**config.mk**
```make
export PLATFORM = sky130hd
export DESIGN_NAME = sumador_cla_segmentado
export DESIGN_NICKNAME = d
export VERILOG_FILES = /design/src/rtl/sumador_pkg.sv /design/src/rtl/cla_bloque.sv /design/src/rtl/sumador_cla_segmentado.sv
export SDC_FILE = /design/constraint.sdc
export NUM_CORES = 1
export LEC_CHECK = 0
export ABC_CLOCK_PERIOD_IN_PS = 6300
export CELL_PAD_IN_SITES_DETAIL_PLACEMENT = 1
export CELL_PAD_IN_SITES_GLOBAL_PLACEMENT = 1
export CORE_ASPECT_RATIO = 1.75
export CORE_MARGIN = 2
export CORE_UTILIZATION = 42
export CTS_BUF_LIST = sky130_fd_sc_hd__clkbuf_4 sky130_fd_sc_hd__clkbuf_8
export CTS_CLUSTER_SIZE = 25
export DETAILED_ROUTE_END_ITERATION = 10
export PLACE_DENSITY_LB_ADDON = 0.1
export SLEW_MARGIN = 15
export SYNTH_ARGS = -nofsm -noshare
export SYNTH_HDL_FRONTEND = slang
export SYNTH_HIERARCHICAL = 1
export SYNTH_SLANG_ARGS = --single-unit
```
**constraint.sdc**
```tcl
create_clock -name clk -period 6.3 [get_ports clk]
set_input_delay 0.945 -clock clk [delete_from_list [all_inputs] [get_ports clk]]
set_output_delay 0.945 -clock clk [all_outputs]
set_load 0.05 [all_outputs]
```
**src/rtl/sumador_pkg.sv**
```systemverilog
// Shared types and default geometry for the segmented carry-lookahead adder.
package sumador_pkg;

    typedef enum logic {
        SUMA  = 1'b0,
        RESTA = 1'b1
    } modo_e;

    localparam int N_DEF      = 32;
    localparam int BLOQUE_DEF = 4;
    localparam int ETAPAS_DEF = 2;

endpackage

```
**src/rtl/cla_bloque.sv**
```systemverilog
// One BLOQUE-bit lookahead group: sum bits plus group generate/propagate, purely combinational.
module cla_bloque #(
    parameter int BLOQUE = 4
) (
    input  logic [BLOQUE-1:0] i_a,
    input  logic [BLOQUE-1:0] i_b,
    input  logic              i_c,
    output logic [BLOQUE-1:0] o_s,
    output logic              o_g,
    output logic              o_p
);

    logic [BLOQUE-1:0] w_g;
    logic [BLOQUE-1:0] w_p;
    logic [BLOQUE-1:0] w_c;

    // Carry into bit n as a flat sum of products: g[m] & p[m+1..n-1], plus c & p[0..n-1].
    function automatic logic acarreo(input logic [BLOQUE-1:0] g, input logic [BLOQUE-1:0] p,
                                     input logic c, input int n);
        logic suma;
        logic prod;
        suma = 1'b0;
        prod = 1'b1;
        for (int m = BLOQUE - 1; m >= 0; m--) begin
            if (m < n) begin
                suma = suma | (g[m] & prod);
                prod = prod & p[m];
            end
        end
        return suma | (prod & c);
    endfunction

    assign w_g = i_a & i_b;
    assign w_p = i_a ^ i_b;

    always_comb begin
        w_c    = '0;
        w_c[0] = i_c;
        for (int i = 1; i < BLOQUE; i++) begin
            w_c[i] = acarreo(w_g, w_p, i_c, i);
        end
    end

    assign o_s = w_p ^ w_c;
    assign o_g = acarreo(w_g, w_p, 1'b0, BLOQUE);
    assign o_p = &w_p;

endmodule

```
**src/rtl/sumador_cla_segmentado.sv**
```systemverilog
// Pipelined CLA add/sub, one N/ETAPAS segment per stage, latency ETAPAS cycles; whole pipe stalls
// when the output is held (avance = !ValidSalida | ListoSalida). Flags exist only with SUMADOR_BANDERAS_EN.
module sumador_cla_segmentado
    import sumador_pkg::*;
#(
    parameter int N      = N_DEF,
    parameter int BLOQUE = BLOQUE_DEF,
    parameter int ETAPAS = ETAPAS_DEF
) (
    input  logic         clk,
    input  logic         rst,
    input  logic [N-1:0] Operando1,
    input  logic [N-1:0] Operando2,
    input  logic         CarryIn,
    input  logic         Resta,
    input  logic         ValidEntrada,
    output logic         ListoEntrada,
    output logic [N-1:0] Resultado,
    output logic         CarryOut,
    output logic         Desborde,
    output logic         Cero,
    output logic         ValidSalida,
    input  logic         ListoSalida
);

    localparam int SEG    = N / ETAPAS;
    localparam int GRUPOS = SEG / BLOQUE;
    localparam int ULT    = ETAPAS - 1;

    if (ETAPAS < 1 || BLOQUE < 1 || (N % (ETAPAS * BLOQUE)) != 0) begin : g_param_err
        $error("sumador_cla_segmentado: N must be a multiple of ETAPAS*BLOQUE, ETAPAS >= 1");
    end

    logic         w_avance;
    modo_e        w_modo;
    logic [N-1:0] w_b_ef;
    logic         w_c_ef;

    assign w_modo   = modo_e'(Resta);
    assign w_b_ef   = (w_modo == RESTA) ? ~Operando2 : Operando2;
    assign w_c_ef   = (w_modo == RESTA) ? 1'b1 : CarryIn;
    assign w_avance = !ValidSalida || ListoSalida;

    for (genvar k = 0; k < ETAPAS; k++) begin : g_etapa
        localparam int ANCHO_OP  = N - k * SEG;
        localparam int ANCHO_RES = (k + 1) * SEG;

        // Operands still to be added: segment k sits in the low SEG bits.
        logic [ANCHO_OP-1:0]  w_a;
        logic [ANCHO_OP-1:0]  w_b;
        logic                 w_c;
        logic                 w_v;
        logic [SEG-1:0]       w_seg;
        logic [ANCHO_RES-1:0] w_res;
        logic [GRUPOS:0]      w_cg;
        logic                 r_v;
        logic                 r_c;
        logic [ANCHO_RES-1:0] r_s;

        if (k == 0) begin : g_ent
            assign w_a   = Operando1;
            assign w_b   = w_b_ef;
            assign w_c   = w_c_ef;
            assign w_v   = ValidEntrada;
            assign w_res = w_seg;
        end else begin : g_int
            assign w_a   = g_etapa[k-1].g_skew.r_a;
            assign w_b   = g_etapa[k-1].g_skew.r_b;
            assign w_c   = g_etapa[k-1].r_c;
            assign w_v   = g_etapa[k-1].r_v;
            assign w_res = {w_seg, g_etapa[k-1].r_s};
        end

        assign w_cg[0] = w_c;
        for (genvar j = 0; j < GRUPOS; j++) begin : g_grupo
            logic w_g;
            logic w_p;
            cla_bloque #(.BLOQUE(BLOQUE)) u_cla (
                .i_a (w_a[j*BLOQUE +: BLOQUE]),
                .i_b (w_b[j*BLOQUE +: BLOQUE]),
                .i_c (w_cg[j]),
                .o_s (w_seg[j*BLOQUE +: BLOQUE]),
                .o_g (w_g),
                .o_p (w_p)
            );
            assign w_cg[j+1] = w_g | (w_p & w_cg[j]);
        end

        // Data only loads with a valid operation so outputs hold across bubbles.
        always_ff @(posedge clk) begin
            if (rst) begin
                r_v <= 1'b0;
                r_c <= 1'b0;
                r_s <= '0;
            end else if (w_avance) begin
                r_v <= w_v;
                if (w_v) begin
                    r_c <= w_cg[GRUPOS];
                    r_s <= w_res;
                end
            end
        end

        if (k < ULT) begin : g_skew
            logic [ANCHO_OP-SEG-1:0] r_a;
            logic [ANCHO_OP-SEG-1:0] r_b;
            always_ff @(posedge clk) begin
                if (rst) begin
                    r_a <= '0;
                    r_b <= '0;
                end else if (w_avance && w_v) begin
                    r_a <= w_a[ANCHO_OP-1:SEG];
                    r_b <= w_b[ANCHO_OP-1:SEG];
                end
            end
        end
    end

    assign ListoEntrada = w_avance;
    assign ValidSalida  = g_etapa[ULT].r_v;
    assign Resultado    = g_etapa[ULT].r_s;
    assign CarryOut     = g_etapa[ULT].r_c;

`ifdef SUMADOR_BANDERAS_EN
    logic w_desborde;
    logic w_cero;
    logic r_desborde;
    logic r_cero;

    // Last stage sees the top segment, so all three sign bits are available here.
    assign w_desborde = (g_etapa[ULT].w_a[SEG-1] == g_etapa[ULT].w_b[SEG-1]) &&
                        (g_etapa[ULT].w_res[N-1] != g_etapa[ULT].w_a[SEG-1]);
    assign w_cero     = (g_etapa[ULT].w_res == '0);

    always_ff @(posedge clk) begin
        if (rst) begin
            r_desborde <= 1'b0;
            r_cero     <= 1'b0;
        end else if (w_avance && g_etapa[ULT].w_v) begin
            r_desborde <= w_desborde;
            r_cero     <= w_cero;
        end
    end

    assign Desborde = r_desborde;
    assign Cero     = r_cero;
`else
    assign Desborde = 1'b0;
    assign Cero     = 1'b0;
`endif

endmodule

```
Yosys cells after proc, flatten, opt, wreduce, memory -nomap -nowiden
Cells that the tools add are included.

Bits of input ports: 70. Output and inout port bits: 37. Logic and storage cells: 248. Register bits: 84.

Bitwise operators: 225. Multiplexer cells: 2. Reductions and logical operators: 13.

Operator list (count): bitwise AND 1 bit (120); bitwise OR 1 bit (80); XOR 4 bit (16); bitwise AND 4 bit (8); two-way mux 32 bit (1); inverter 32 bit (1); AND reduction 4 bit (8); AND reduction 2 bit (2); logical AND 1 bit (1); zero test 1 bit (1); logical OR 1 bit (1); two-way mux 1 bit (1).

Longest topological paths before layout
Gate-level depths: netlist of run 1.

Depth after elaboration: 15. Mapped depth: 15. Depth with buffers taken out: 12.

Cells and area by module
Netlist of run 1, hierarchy kept.

Modules (own cells, without submodules): sumador_cla_segmentado (cells each 402, area each 3409.5 um^2, times used 1, seq. area each 1681.6 um^2); cla_bloque (cells each 21, area each 170.2 um^2, times used 8, seq. area each 0.0 um^2).

Least setup slack after synthesis of run 1
OpenSTA, ideal clock, no wires.

Path kind: input to register. Start point: in Resta. End point: reg g_etapa[0].r_s[13]. Data arrival time: 3.273 ns. Path slack: 2.895 ns. Cell stages on the path: 15. Library setup time: 0.132 ns. Buffers on the path: 3. Data required time: 6.168 ns. Cells stage by stage: buf_4 -> buf_4 -> buf_4 -> xor2_1 -> ha_1 -> nand3_1 -> nand2_1 -> a21o_1 -> o21ai_0 -> a22oi_1 -> inv_1 -> fa_1 -> xnor2_1 -> nand2_1 -> a21oi_1.

Elaborated cells between the ends (all ways): 46. Those cells by class: mux (2); bitwise (41); reduce/logical (3).

RTL lines: start, declared (RTL line sumador_cla_segmentado.sv:15) `input logic Resta,`; two-way mux 32 bit * (RTL line sumador_cla_segmentado.sv:40) `assign w_b_ef = (w_modo == RESTA) ? ~Operando2 : Operando2;`; named net g_etapa[0].w_b[6] (RTL line sumador_cla_segmentado.sv:50) `logic [ANCHO_OP-1:0] w_b;`; bitwise AND 4 bit / XOR 4 bit (equally long branches) (RTL line cla_bloque.sv:33, cla_bloque.sv:34); bitwise AND 1 bit (on tied branches) (RTL line cla_bloque.sv:26, cla_bloque.sv:27); bitwise OR 1 bit (tied with other cells) (RTL line cla_bloque.sv:26) `suma = suma | (g[m] & prod);`; bitwise OR 1 bit / bitwise AND 1 bit (equally long branches) (RTL line cla_bloque.sv:26); bitwise OR 1 bit * (RTL line cla_bloque.sv:26); named net g_etapa[0].g_grupo[1].w_g (RTL line sumador_cla_segmentado.sv:76) `logic w_g;`; bitwise OR 1 bit * (RTL line sumador_cla_segmentado.sv:86) `assign w_cg[j+1] = w_g | (w_p & w_cg[j]);`; bitwise AND 1 bit * (RTL line sumador_cla_segmentado.sv:86); bitwise OR 1 bit * (RTL line sumador_cla_segmentado.sv:86); named net g_etapa[0].w_cg[3] (RTL line sumador_cla_segmentado.sv:55) `logic [GRUPOS:0] w_cg;`; bitwise AND 1 bit * (RTL line cla_bloque.sv:30) `return suma | (prod & c);`; bitwise OR 1 bit * (RTL line cla_bloque.sv:30); XOR 4 bit * (RTL line cla_bloque.sv:44) `assign o_s = w_p ^ w_c;`; named net g_etapa[0].w_res[13] (RTL line sumador_cla_segmentado.sv:54) `logic [ANCHO_RES-1:0] w_res;`; end signal, assigned (RTL line sumador_cla_segmentado.sv:99) `r_s <= w_res;`; end, declared (RTL line sumador_cla_segmentado.sv:58) `logic [ANCHO_RES-1:0] r_s;`.

Mark *: on every way through the listed nets, which the timed path passes. The rest lies on a longest branch. A chain may end at the register's enable or synchronous reset.

Worst setup path after layout of run 1
Start point: in Resta. End point: reg g_etapa[0].r_s[9].

Elaborated cells between the ends (all ways): 33. Those cells by class: mux (2); bitwise (29); reduce/logical (2).

RTL lines: two-way mux 32 bit (RTL line sumador_cla_segmentado.sv:40); named net g_etapa[0].w_b[1] (RTL line sumador_cla_segmentado.sv:50); XOR 4 bit (RTL line cla_bloque.sv:34) `assign w_p = i_a ^ i_b;`; AND reduction 4 bit (RTL line cla_bloque.sv:46) `assign o_p = &w_p;`; named net g_etapa[0].g_grupo[0].w_p (RTL line sumador_cla_segmentado.sv:77) `logic w_p;`; bitwise AND 1 bit (RTL line sumador_cla_segmentado.sv:86); bitwise OR 1 bit (RTL line sumador_cla_segmentado.sv:86); named net g_etapa[0].w_cg[1] (RTL line sumador_cla_segmentado.sv:55); bitwise AND 1 bit (RTL line sumador_cla_segmentado.sv:86); bitwise OR 1 bit (RTL line sumador_cla_segmentado.sv:86); named net g_etapa[0].w_cg[2] (RTL line sumador_cla_segmentado.sv:55); bitwise AND 1 bit (RTL line cla_bloque.sv:30); bitwise OR 1 bit (RTL line cla_bloque.sv:30); XOR 4 bit (RTL line cla_bloque.sv:44); named net g_etapa[0].w_res[9] (RTL line sumador_cla_segmentado.sv:54).

The timed path passes the listed nets, and every way through them passes these cells.

==> results.yml, run 1 <==
status:
  outcome: "complete, no violations"
timing:
  slew_headroom: 0.3375
  fin_ws_ps: 2666
  post-route-period-util: 0.5768
  finalMaxSlewViolations: 0
  skew_ps: 14.03
  period_needed_ps: 3634
  finalSetupTns_ps: 0
  rsz0062_at_grt: "false"
  finalHoldViolCount: 0
  fmax_ghz: 0.2752
  hold_ws_ps: 458.8
  setup_viol: 0
  worstMarginPinSlew_ps: 993.7
power_and_ir_drop:
  p_leak_nw: 2.502
  power_mw: 1.402
  power_density_nw_per_um2: 234.1
  ir_drop_mv: 0.1342
cts:
  cts_max_path_buffers: 2
  insertion_delay_ps: 360
  cts_sinks: 84
  cts_buffers: 9
  cts_hold_buf: 0
  post_cts_buffers: 0
  htree_levels: 3
  root_buffer: "clkbuf_8"
  clkTransAtPathRegs_ps: 90
  cts_resized: 0
  cts_tree: "yes"
placed_design:
  dp_cells: 777
  port_buffers: 104
  place_area_um2: 5783
  place_hpwl_um: 9568
  preCtsSetupSlack_ps: 2237
  gp_congestion: 0.8517
logic_synthesis:
  synth-simple-area-share: 0.1804
  synth_warnings: 6
  synth_area_um2: 4771
  synth-seq-cells: 84
  yosys.area.top_type: "dfxtp_1"
  synthXorXnorAreaFrac: 0.1028
  ys_seq_area_frac: 0.3525
  syn_area_per_cell_um2: 8.370
  synth_top_family_by_area: "simple AND/OR/NAND/NOR gates"
  synth_mux_area_frac: 0
  syn_inst: 570
  yosys-top-cells-area: "dfxtp_1 (35%), nand2_1 (11%), ha_1 (8.4%), a21oi_1 (7.8%), xnor2_1 (5.9%)"
  synth.top_cell.area_share: 0.3525
  synth-compound-area-share: 0.1752
  synthDistinctLibCells: 32
  synthAdderAreaFrac: 0.1175
route:
  first_pass_iters: 4
  ant_nets: 0
  wl_per_cell_um: 16.53
  routed_via_density: 5.308
  vias: 4209
  wl_um: 13110
  drc: 0
  drt-initial-drc-count: 105
cells_and_area:
  instances_no_fill: 793
  final_common_cell: "nand2_1"
  synthToLayoutAreaGrowth_pct: 25.52
  num-fill-cells: 1351
  drive_above_1_share: 0.08775
  postLayoutCellArea_um2: 5988
  final_util: 0.5393
  final_cell_mix: "nand2_1 (137), clkdlybuf4s50_1 (102), dfxtp_1 (84)"
  antenna_cells: 0
  num-nets-final: 766
critical_path:
  crit_fanout: 34
  critical_path_class: "in2reg"
  crit_required_ps: 6590
  worstSetupStartpointType: "primary input"
  critPathCaptureType: "register"
  ff2ff_setup_slack_ps: 3850
  crit_arrival_ps: 3920
global_routing:
  grt_pass1_vias: 4570
  grt_usage: 0.2228
  grt-ovfl-total: 0
  grt_pass1_wl_um: 21620
  met1_usage: 0.2173
  top_usage_layer: "met2"
  grt_util_met3: 0.03242
  use_met2: 0.4480
  grt_max_degree: 85
  antenna_found_initial: 0
floorplan:
  core_um2: 11100
  die_y_um: 145.0
  die_area_um2: 12260
  num_rows: 51
  die_w_um: 84.57
  pin_count: 107
  start_util: 0.4297
hold_path:
  hold_path_class: "reg2reg"
job:
  drv_cap: 0
[report_power, final]
| group | internal [mW] | switching [mW] | leakage [nW] | total (mW) |
|---|---|---|---|---|
| Sequential | 0.571 | 0.0244 | 0.689 | 0.596 |
| Combinational | 0.172 | 0.232 | 1.72 | 0.404 |
| Clock | 0.189 | 0.213 | 0.0944 | 0.402 |
[state kept, by name, indices dropped and copies added, names as in the netlist]
register            flops
CarryOut                1
g_etapa.r_c             1
g_etapa.g_skew.r_b     16
g_etapa.r_s            16
Resultado              32
ValidSalida             1
g_etapa.r_v             1
g_etapa.g_skew.r_a     16
[critical path: stages]
cell	delay [ps]
buf_2	720
xor2_1	170
ha_1	440
and4_2	240
o21ai_0	120
nand2b_1	230
a21o_1	200
inv_1	60
fa_1	380
xnor2_1	160
nand2_1	80
a21oi_1	140
[synthesized netlist by cell type]
cell / count
and2_4: 1
nand4_1: 8
buf_6: 5
a21o_1: 19
and2_1: 1
ha_1: 32
nand2b_4: 1
buf_2: 9
o21bai_1: 1
xnor2_1: 32
fa_1: 8
xor2_1: 24
nor2_1: 18
dfxtp_1: 84
nand2_2: 1
a21oi_1: 74
conb_1: 1
buf_1: 1
nand2_1: 137
clkbuf_1: 8
buf_4: 10
inv_1: 34
a211oi_2: 16
nor3_1: 3
a21oi_2: 8
nand2b_1: 1
a22oi_1: 1
or2_2: 2
nand3_1: 16
o21ai_0: 3
and4_2: 8
a211oi_1: 3
[path summary, 6_finish.rpt]
kind                                                       startpoint  cells after the start                             end
worst max-delay path                                            Resta                     12  g_etapa[0].r_s[9]$_SDFFE_PP0P_
worst min-delay path                        Resultado[9]$_SDFFE_PP0P_                      2       Resultado[9]$_SDFFE_PP0P_
worst max register to register  g_etapa[0].g_skew.r_a[2]$_SDFFE_PP0P_                     11      Resultado[24]$_SDFFE_PP0P_
worst min register to register              Resultado[9]$_SDFFE_PP0P_                      2       Resultado[9]$_SDFFE_PP0P_
[logic make-up (layout without fill, tap and decap cells)]
family / Yosys count / after routing
fa+ha+maj: 40 / 40
compound gates: 125 / 125
simple gates: 197 / 197
other cells: 1 / 2
flops: 84 / 84
buf+inv: 67 / 157
xor+xnor: 56 / 56
[per-layer routing]
layer,part of all wire,vias up
li1,-,2054
met1,0.36,2047
met2,0.58,86
met3,0.033,22
met4,0.026,0
met5,0,-
[final cells by class]
class	instances	area, µm²	area share
clock buffer	9	123.9	0.02069
clock inverter	7	81.33	0.01358
inverter	34	127.6	0.02131
multi-input combinational	420	2755	0.4601
sequential	84	1682	0.2808
tap	132	165.2	0.02758
timing repair buffer	107	1054	0.1759
Note: power is estimated with default switching activity, not from simulation.
==> inputs of run 2 (changes only) <==
ABC_CLOCK_PERIOD_IN_PS = 3300   (was 6300)
CORE_UTILIZATION = 35   (was 42)
clock period = 3.3 ns   (was 6.3 ns; I/O delays follow)
==> run 2 against run 1 <==
  * Register-to-register slack worse by 3000 ps
  * Final area up 2.3%
  * First-iteration DRC count is 33% lower
==> results.yml, run 2 (same netlist as run 1, synthesis figures left out) <==
status:
  outcome: "complete, no violations"
critical_path:
  critPathCaptureType: "register"
  reg2reg_depth: 11
  worst_r2r_endpoint: "Resultado[28]$_SDFFE_PP0P_"
  cpMaxStageDelayCell: "clkdlybuf4s50_1"
  worstSetupStartpointType: "primary input"
  crit_required_ps: 3610
  crit_chain: "clkdlybuf4s50_1 -> xor2_1 -> ha_1 -> a21oi_1 -> nand2_1 -> a21o_1 -> nand2b_1 -> a21o_1 -> inv_1 -> fa_1 -> inv_1 -> nand2_1 -> a21oi_1"
  ff2ff_setup_slack_ps: 890
  critical_path_class: "in2reg"
  critPathMaxStageDelay_ps: 480
  crit_arrival_ps: 3170
  crit_fanout: 5
  r2r_start: "g_etapa[0].g_skew.r_a[2]$_SDFFE_PP0P_"
timing:
  skew_ps: 9.435
  post-route-period-util: 0.8686
  rsz0062_at_grt: "false"
  hold_ws_ps: 454.3
  finalHoldViolCount: 0
  setup_viol: 0
  finalSetupTns_ps: 0
  period_needed_ps: 2866
  fmax_ghz: 0.3489
  slew_headroom: 0.4795
  worstMarginPinSlew_ps: 780.7
  finalMaxSlewViolations: 0
cts:
  cts_max_path_buffers: 2
  cts_sinks: 84
  root_buffer: "clkbuf_8"
  cts_tree: "yes"
  post_cts_buffers: 0
  insertion_delay_ps: 370
  cts_hold_buf: 0
  cts_resized: 0
  cts_buffers: 9
  clkTransAtPathRegs_ps: 100
  htree_levels: 3
floorplan:
  num_rows: 56
  die_y_um: 158.4
  core_um2: 13380
  pin_count: 107
  die_area_um2: 14620
  die_w_um: 92.26
  start_util: 0.3565
power_and_ir_drop:
  p_leak_nw: 2.548
  power_density_nw_per_um2: 453.4
  power_mw: 2.777
  ir_drop_mv: 0.1666
route:
  drc: 0
  wl_per_cell_um: 15.56
  vias: 4168
  first_pass_iters: 4
  wl_um: 13040
  drt-initial-drc-count: 70
  ant_nets: 0
  routed_via_density: 4.974
global_routing:
  antenna_found_initial: 0
  grt_pass1_wl_um: 21130
  grt_pass1_vias: 4581
  grt-ovfl-total: 0
  grt_usage: 0.1836
  grt_max_degree: 66
cells_and_area:
  num-fill-cells: 1580
  multi_input_area_um2: 2755
  antenna_cells: 0
  final_util: 0.4576
  seq_area_um2: 1682
  largest_reg_flops: 32
  synthToLayoutAreaGrowth_pct: 28.38
  final_cell_mix: "nand2_1 (137), clkdlybuf4s50_1 (102), dfxtp_1 (84)"
  num-nets-final: 769
  drive_above_1_share: 0.09187
  final_common_cell: "nand2_1"
hold_path:
  hold_path_class: "reg2reg"
  whs_path_depth: 2
  hold_path_startpoint: "g_etapa[0].r_s[15]$_SDFFE_PP0P_"
  hold_end: "Resultado[15]$_SDFFE_PP0P_"
placed_design:
  gp_congestion: 0.8231
  place_hpwl_um: 9946
  port_buffers: 104
job:
  drv_cap: 0
-- run 2: changes by cell type in the layout (fill, tap and decap cells not counted) --
cell / change
buf_12: +3
clkinvlp_4: -2
bufinv_16: +1
inv_6: +1
-- run 2: how the worst max path moves through the flow --
stage | start | end | slack, ps | cells past startpoint
floorplan | Resta | g_etapa[0].r_s[13]$_SDFFE_PP0P_ | 340 | 15
global placement | Operando2[2] | g_etapa[0].r_s[8]$_SDFFE_PP0P_ | 190 | 13
detailed placement | Operando2[2] | g_etapa[0].r_s[8]$_SDFFE_PP0P_ | 40 | 13
CTS | Operando2[2] | g_etapa[0].r_s[8]$_SDFFE_PP0P_ | 430 | 13
global route | Operando2[6] | g_etapa[0].r_s[13]$_SDFFE_PP0P_ | 270 | 13
finish | Operando2[2] | g_etapa[0].r_s[8]$_SDFFE_PP0P_ | 430 | 13
-- run 2: where the power goes --
part / leakage, nW / total [mW] / switching, mW / internal (mW)
Sequential: 0.689 / 1.14 / 0.0494 / 1.09
Combinational: 1.75 / 0.779 / 0.443 / 0.336
Clock: 0.113 / 0.858 / 0.418 / 0.440
Total: 2.55 / 2.78 / 0.910 / 1.87
-- run 2: layout make-up --
cell class | count | area share
clock buffers | 9 | 0.02022
clock inverters | 7 | 0.01716
inverters | 34 | 0.02084
multi-input cells | 420 | 0.4498
flip-flops and latches | 84 | 0.2746
well taps | 174 | 0.03555
repair buffers | 110 | 0.1818
-- run 2: routing by layer --
layer / wire length [µm] / GRT usage / part of all wire / vias up
li1: - / - / - / 2055
met1: 4915 / 0.1813 / 0.38 / 2016
met2: 7519 / 0.3775 / 0.58 / 82
met3: 388 / 0.02366 / 0.030 / 15
met4: 215 / 0.07178 / 0.016 / 0
met5: 0 / 0 / 0 / -
-- run 2: critical path, delay by kind of cell --
kind / cells / cell delay, ps
compound gates: 4 / 820
xor+xnor: 1 / 190
fa+ha+maj: 2 / 710
buf+inv: 3 / 620
simple gates: 3 / 330
-- run 2: metrics by stage --
step	cell area, µm²	worst slack [ps]	std cells
2_1_floorplan	4775	344.6	571
3_3_place_gp	5896	185.0	822
3_5_place_dp	5896	37.44	822
4_1_cts	6125	434.0	838
5_1_grt	6125	267.2	838
6_report	6125	433.5	838
==> inputs of run 3 (changes only) <==
ABC_AREA = 1   (was default)
CORE_UTILIZATION = 43   (was 35)
DONT_BUFFER_PORTS = 1   (was default)
==> run 3 against run 2 <==
  * Die area shrank 17%
  * Area after synthesis rose by 1.0%
  * Final area shrank 17%
  * Power is 3.3% lower
  * Register-to-register slack got worse by 150 ps
  * Worst hold slack got worse by 280 ps
  * Non-clock buffer count is 105 lower
  * Combinational power shrank 25%
  * Clock-buffer cell count is 1 higher
  * Critical path depth rose by 2
  * First-iteration DRC count increased by 43%
  * Critical endpoint is now Resultado[28]$_SDFFE_PP0P_
  * Highest routed layer unchanged
==> results.yml, run 3 <==
status:
  outcome: "complete, no violations"
cts:
  cts_hold_buf: 0
  cts_buffers: 9
  cts_sinks: 84
  cts_tree: "yes"
  clkTransAtPathRegs_ps: 90
  htree_levels: 3
  insertion_delay_ps: 380
  cts_max_path_buffers: 2
  post_cts_buffers: 0
  root_buffer: "clkbuf_8"
  cts_resized: 0
logic_synthesis:
  synth_edf_count: 0
  synth-seq-cells: 84
  synthArstFlopShare: 0
  synth.top_cell.area_share: 0.3488
  syn_area_per_cell_um2: 7.349
  synth_warnings: 6
  synthDistinctLibCells: 31
  synth_area_um2: 4821
  yosys-top-cells-area: "dfxtp_1 (35%), nor2_1 (11%), ha_1 (8.3%), o21ai_0 (7.7%), nand2_1 (6.5%)"
  ys_seq_area_frac: 0.3488
  yosys.area.top_type: "dfxtp_1"
  syn_inst: 656
  yosysMostFrequentCell: "nor2_1"
  synthTopCellsByCount: "nor2_1 (138), dfxtp_1 (84), nand2_1 (84)"
  ys.flop_type: "dfxtp_1"
global_routing:
  grt_max_degree: 48
  grt_usage: 0.2058
  grt_pass1_vias: 4323
  grt-ovfl-total: 0
  grt_pass1_wl_um: 19930
  antenna_found_initial: 0
power_and_ir_drop:
  seqPwrFrac: 0.472
  p_clk_frac: 0.310
  p_switching_mw: 0.9096
  power_density_nw_per_um2: 528.2
  ir_drop_mv: 0.2584
  internal_power_mw: 1.775
  p_comb_frac: 0.217
  p_leak_nw: 2.390
  power_mw: 2.685
  switching_share: 0.3388
critical_path:
  r2r_start: "g_etapa[0].g_skew.r_a[1]$_SDFFE_PP0P_"
  crit_required_ps: 3570
  critPathCaptureType: "register"
  crit_arrival_ps: 2830
  critical_path_class: "reg2reg"
  reg2reg_depth: 15
  worstSetupStartpointType: "register"
  crit_start: "g_etapa[0].g_skew.r_a[1]$_SDFFE_PP0P_"
  crit_fanout: 6
timing:
  skew_ps: 12.35
  fmax_ghz: 0.3913
  finalSetupTns_ps: 0
  fin_ws_ps: 744.2
  slew_headroom: 0.4403
  rsz0062_at_grt: "false"
  worstMarginPinSlew_ps: 837.6
  finalHoldViolCount: 0
  finalMaxSlewViolations: 0
  post-route-period-util: 0.7745
  setup_viol: 0
  period_needed_ps: 2556
  hold_ws_ps: 173.2
route:
  first_pass_iters: 4
  drc: 0
  routed_via_density: 5.246
  wl_per_cell_um: 15.42
  drt-initial-drc-count: 100
  wl_um: 12030
  vias: 4092
  ant_nets: 0
placed_design:
  place_hpwl_um: 8699
  dp_cells: 764
  gp_congestion: 0.8211
  port_buffers: 0
  place_area_um2: 4858
  preCtsSetupSlack_ps: 339.4
floorplan:
  start_util: 0.4367
  die_y_um: 144.1
  die_area_um2: 12110
  core_um2: 11040
  pin_count: 107
  die_w_um: 84.04
  num_rows: 51
cells_and_area:
  final_util: 0.4605
  final_cell_mix: "nor2_1 (138), dfxtp_1 (84), nand2_1 (84)"
  postLayoutCellArea_um2: 5084
  antenna_cells: 0
  num-nets-final: 753
  synthToLayoutAreaGrowth_pct: 5.450
  final_common_cell: "nor2_1"
  num-fill-cells: 1430
  multi_input_area_um2: 2740
  drive_above_1_share: 0.06173
  seq_area_um2: 1682
  largest_reg_flops: 32
  instances_no_fill: 780
hold_path:
  hold_path_startpoint: "rst"
  hold_path_class: "in2reg"
  whs_path_depth: 1
job:
  drv_cap: 0
run 3: cell count changes after synthesis, sizes merged, moves of 18 or more:
cell	before	now
a211oi	19	0
nor2	18	140
inv	34	58
a21oi	82	28
a21o	19	1
nand2	138	93
o21ai	3	83
run 3: kinds of logic after synthesis:
kind of cell / synth area share
AO/OA/AOI/OAI: 0.1324
XOR/XNOR: 0.07267
adder cells (fa/ha/maj): 0.1163
buffers and inverters: 0.08357
flip-flops: 0.3488
other: 0.0007779
AND/OR/NAND/NOR: 0.2455
run 3: final timing paths:
| check | end | slack [ps] |
|---|---|---|
| worst min register to register | g_etapa[0].r_v$_SDFFE_PP0N_ | 470 |
| worst min-delay path | g_etapa[0].r_v$_SDFFE_PP0N_ | 170 |
| worst max register to register | Resultado[28]$_SDFFE_PP0P_ | 740 |
| worst max-delay path | Resultado[28]$_SDFFE_PP0P_ | 740 |
run 3: area by class of cell:
class / instances / area share
multi-input combinational: 484 / 0.5390
clock inverter: 6 / 0.01723
tap: 132 / 0.03249
inverter: 59 / 0.04356
sequential: 84 / 0.3308
clock buffer: 10 / 0.02707
timing repair buffer: 5 / 0.009845
run 3: metal layers:
metal,up-vias,share of wire,GRT usage
met4,0,0.020,0.07301
met3,13,0.045,0.04909
met2,78,0.54,0.3914
met5,-,0,0
li1,2068,-,-
met1,1933,0.40,0.2179
run 3: worst max-delay path, stage by stage (launching register included):
cell and delay [ps]:
dfxtp_1 330, ha_1 390, nand2_1 80, nand2_1 80, nand2_2 60, o21bai_1 120, a21o_1 170, nand2_1 80
nand2_1 150, nand2_1 70, nand2_1 140, inv_1 70, fa_1 480, inv_1 40, nor2_1 120, nor2_1 60
run 3: power by group through the flow:
stage	clock network, mW	logic [mW]	registers [mW]
after detailed placement	0	0.592	1.29
after global placement	0	0.567	1.29
after global routing	0.899	0.687	1.28
final	0.833	0.584	1.27
after CTS	0.860	0.596	1.27
after floorplan	0	0.489	1.27
